[src/rtl/systolic_feeder.sv]
// Front end of the N x N systolic array: latches weights, skews input vectors into the
// diagonal wavefront, drains the skew with zeros and signals completion.
module systolic_feeder #(
    parameter int N          = 2,
    parameter int DATA_WIDTH = 16
) (
    input  logic                         clk,
    input  logic                         rst,
    input  logic                         weight_valid,
    input  logic [N*N*DATA_WIDTH-1:0]    weight_data,
    input  logic                         in_valid,
    input  logic                         in_last,
    input  logic [N*DATA_WIDTH-1:0]      in_data,
    output logic                         in_ready,
    output logic                         load_weight,
    output logic [N*N*DATA_WIDTH-1:0]    weight_out,
    output logic                         start,
    output logic [N*DATA_WIDTH-1:0]      row_in,
    output logic                         done
);

    typedef enum logic [1:0] {IDLE, LOAD, STREAM, DRAIN} state_t;

    localparam int CW = (N > 1) ? $clog2(N) : 1;
    localparam logic [CW-1:0] CNT_LAST = CW'((N > 1) ? N - 2 : 0);

    state_t        state, state_nxt;
    logic [CW-1:0] cnt, cnt_nxt;
    logic          accept;
    logic          adv;
    logic          adv_last;
    logic          fin;
    logic          weight_take;

    always_comb begin
        in_ready = !rst && ((state == IDLE && !weight_valid) || state == STREAM);
    end

    assign accept      = in_valid && in_ready;
    assign weight_take = (state == IDLE) && weight_valid;

    always_comb begin
        state_nxt = state;
        cnt_nxt   = cnt;
        adv       = 1'b0;
        adv_last  = 1'b0;
        case (state)
            IDLE, STREAM: begin
                if (state == IDLE && weight_valid) begin
                    state_nxt = LOAD;
                end else if (accept) begin
                    adv = 1'b1;
                    if (in_last) begin
                        if (N > 1) begin
                            state_nxt = DRAIN;
                            cnt_nxt   = '0;
                        end else begin
                            adv_last  = 1'b1;
                            state_nxt = IDLE;
                        end
                    end else begin
                        state_nxt = STREAM;
                    end
                end
            end
            LOAD: state_nxt = IDLE;
            DRAIN: begin
                adv = 1'b1;
                if (cnt == CNT_LAST) begin
                    adv_last  = 1'b1;
                    state_nxt = IDLE;
                end else begin
                    cnt_nxt = cnt + CW'(1);
                end
            end
            default: state_nxt = IDLE;
        endcase
    end

    always_ff @(posedge clk or posedge rst) begin
        if (rst) begin
            state <= IDLE;
            cnt   <= '0;
        end else begin
            state <= state_nxt;
            cnt   <= cnt_nxt;
        end
    end

    // fin marks the cycle the final advance is presented; done follows it by one
    always_ff @(posedge clk or posedge rst) begin
        if (rst) begin
            start       <= 1'b0;
            fin         <= 1'b0;
            done        <= 1'b0;
            load_weight <= 1'b0;
            weight_out  <= '0;
        end else begin
            start       <= adv;
            fin         <= adv_last;
            done        <= fin;
            load_weight <= weight_take;
            if (weight_take) begin
                weight_out <= weight_data;
            end
        end
    end

    for (genvar r = 0; r < N; r++) begin : g_row
        logic [DATA_WIDTH-1:0] chain [r+1];

        // an advance coinciding with the clear shifts in behind a zeroed chain anyway
        always_ff @(posedge clk or posedge rst) begin
            if (rst) begin
                for (int unsigned j = 0; j <= unsigned'(r); j++) begin
                    chain[j] <= '0;
                end
            end else if (adv) begin
                chain[0] <= (state == DRAIN) ? '0 : in_data[r*DATA_WIDTH +: DATA_WIDTH];
                for (int unsigned j = 1; j <= unsigned'(r); j++) begin
                    chain[j] <= chain[j-1];
                end
            end else if (fin) begin
                for (int unsigned j = 0; j <= unsigned'(r); j++) begin
                    chain[j] <= '0;
                end
            end
        end

        assign row_in[r*DATA_WIDTH +: DATA_WIDTH] = chain[r];
    end

endmodule
[config.mk]
export PLATFORM = sky130hd
export DESIGN_NAME = systolic_feeder
export DESIGN_NICKNAME = d
export VERILOG_FILES = /design/src/rtl/systolic_feeder.sv
export SDC_FILE = /design/constraint.sdc
export NUM_CORES = 1
export LEC_CHECK = 0
export BUFFER_PORTS_ARGS = -buffer_cell sky130_fd_sc_hd__buf_2
export CORE_MARGIN = 2
export CORE_UTILIZATION = 47
export CTS_CLUSTER_SIZE = 16
export DETAILED_ROUTE_END_ITERATION = 8
export PLACE_DENSITY = 0.78
export SETUP_SLACK_MARGIN = 0.3
export SLEW_MARGIN = 20
export SYNTH_ARGS = -nofsm -noshare
export SYNTH_HDL_FRONTEND = slang
export SYNTH_SLANG_ARGS = --single-unit
[constraint.sdc]
create_clock -name clk -period 5.07 [get_ports clk]
set_clock_uncertainty 0.1 [all_clocks]
set_input_delay 1.014 -clock clk [delete_from_list [all_inputs] [get_ports clk]]
set_output_delay 1.014 -clock clk [all_outputs]
set_load 0.005 [all_outputs]
==> impl_metrics.json <==
{
  "syn_nets": 394,
  "final_antenna_net_count": 0,
  "powerDensity_nw_per_um2": 661,
  "grt_use_total": 0.195,
  "synth-edff-count": 0,
  "wire_per_inst_um": 16.8,
  "fin_hold_ws_ns": 0.330,
  "hold_path_class": "in -> async",
  "synthTopCellsByCount": "dfrtp_1, mux2_2, a22o_1",
  "final_util": 0.639,
  "io_buffers": 200,
  "max_freq_mhz": 373,
  "power_w": 0.00410,
  "die_y_um": 103,
  "drt_iter0_markers": 78,
  "drc": 0,
  "h-tree-depth": 4,
  "die_w_um": 103,
  "numClockSinks": 118,
  "ys_async_sr_fraction": 1.00,
  "maxSlewHeadroom": 0.380,
  "seq_area_frac_synth": 0.637,
  "grt_pass1_wl_um": 15600,
  "yosysMostFrequentCell": "dfrtp_1",
  "clk_transition_reported_paths_ns": 0.06,
  "vias": 3132,
  "ctsLongestPathBuffers": 2,
  "synth-xor-area-share": 0,
  "cap_viol_max_count": 0,
  "end_kind": "output port",
  "start_util": 0.479,
  "synth_compound_area_frac": 0.0702,
  "clk_latency_ns": 0.49,
  "cp.required_ns": 3.96,
  "synth_seq_cells": 118,
  "syn_area_um2": 4640,
  "rsz0062_at_grt": "false",
  "synth_area_leaders": "dfrtp_1, mux2_2, a22o_1, buf_4, buf_6",
  "coreArea_um2": 9680,
  "viasPerCell": 4.96,
  "root_buffer": "clkbuf_8",
  "tightestPinTransition_ns": 0.929,
  "nets": 585,
  "synthCells": 293,
  "firstDrtPassIters": 4,
  "ys_warn_count": 0,
  "design_area_um2": 6190,
  "first_global_vias": 3148,
  "wirelength_um": 10600,
  "dpl-instance-area_um2": 5590,
  "synth_cell_type_count": 21,
  "finalSetupTns_ns": 0,
  "grt.overflow.total": 0,
  "synthFlopType": "dfrtp_1",
  "worstPathArrival_ns": 1.57,
  "cts_buffers": 17,
  "outcome": "finished, final reports clean",
  "p_leak_nw": 3.18,
  "postCtsSetupRepairBufs": 0,
  "cts_tree": "built",
  "synth.avg_cell_area_um2": 15.8,
  "hold_viol": 0,
  "crit_path_start_kind": "primary input",
  "grt_max_degree": 67,
  "antenna_found_initial": 0,
  "cp_max_fo": 3,
  "postCtsResizedCells": 0,
  "slew_viol_final": 0,
  "layout-area-overhead-vs-synth_pct": 33.5,
  "synth_top_family_by_area": "multiplexers",
  "setup_viol": 0,
  "dp_hpwl_um": 7290,
  "yosys.area.top_type": "dfrtp_1",
  "fin_crit_sh": 0.529,
  "period_needed_ns": 2.68,
  "synthMuxAreaShare": 0.198,
  "synthSimpleGateAreaFrac": 0.0364,
  "ir_drop_v": 0.000428,
  "die_area_um2": 10700,
  "drive_gt1_frac": 0.650,
  "fp-row-count": 36,
  "cts_hold_buf": 0,
  "path_class": "in -> out",
  "netlist.area_leader.share": 0.637,
  "io_pins": 201,
  "place_congestion": 0.724,
  "synth_adder_area_share": 0
}
==> final timing paths <==
kind,slack (ns),cells past startpoint,start,end
setup / recovery,2.39,4,weight_valid,in_ready
max in group asynchronous,3.62,3,rst,weight_out[41]
hold / removal,0.33,2,rst,weight_out[6]
setup reg to reg,2.93,3,state[1],weight_out[24]
hold reg to reg,0.39,1,g_row[1].chain[16],g_row[1].chain[16]
min in group clk,0.39,1,g_row[1].chain[16],g_row[1].chain[16]
==> sequential cells by signal (all words and copies together), names as in the netlist <==
register and count:
done 1, fin 1, g_row.chain 32, load_weight 1, row_in 16, start 1
state 2, weight_out 64
==> kinds of logic (layout without fill, tap and decap cells) <==
family / Yosys count / after routing
other: 0 / 1
DFF: 118 / 118
and+or+nand+nor: 24 / 24
AOI/OAI and AO/OA: 36 / 36
muxes: 80 / 80
buffers and inverters: 35 / 239
==> through the flow <==
stage / cells / setup slack, ns
6_report: 631 / 2.39
5_1_grt: 630 / 2.33
4_1_cts: 630 / 2.39
3_5_place_dp: 598 / 2.31
3_3_place_gp: 598 / 2.37
2_1_floorplan: 293 / 0.827
==> cell usage in the layout (no fill, tap or decap), types with 3 or more instances in the layout <==
cell type and count:
nor2b_1 17, clkbuf_16 16, clkinv_2 3, a22o_1 32, bufinv_16 3, mux2_2 76
dfrtp_1 118, mux2_4 4, buf_4 4, clkinv_4 3, buf_2 200
==> layout make-up <==
class,instances,area [um2]
fill,728,3490
sequential,118,2950
multi-input combinational,140,1420
timing repair buffer,204,1030
clock buffer,18,428
clock inverter,14,175
tap,133,166
inverter,3,13.8
antenna,1,2.50
==> layer usage <==
| metal | up-vias | part of all wire | global-route usage |
|---|---|---|---|
| li1 | 1416 | - | - |
| met1 | 1578 | 0.39 | 0.232 |
| met2 | 130 | 0.53 | 0.328 |
| met3 | 8 | 0.067 | 0.0638 |
| met4 | 0 | 0.0099 | 0.0820 |
| met5 | - | 0 | 0 |
==> worst max-delay path, stage by stage <==
cell and delay (ns):
buf_2 0.11, nor2b_2 0.17, nor3_1 0.14, buf_2 0.14
==> report_power, final <==
group          internal (W)  switching [W]  total (W)
combinational      0.000738       0.000524    0.00126
clock              0.000767       0.000432    0.00120
sequential          0.00139       0.000246    0.00163
(Power assumes the default switching activity.)
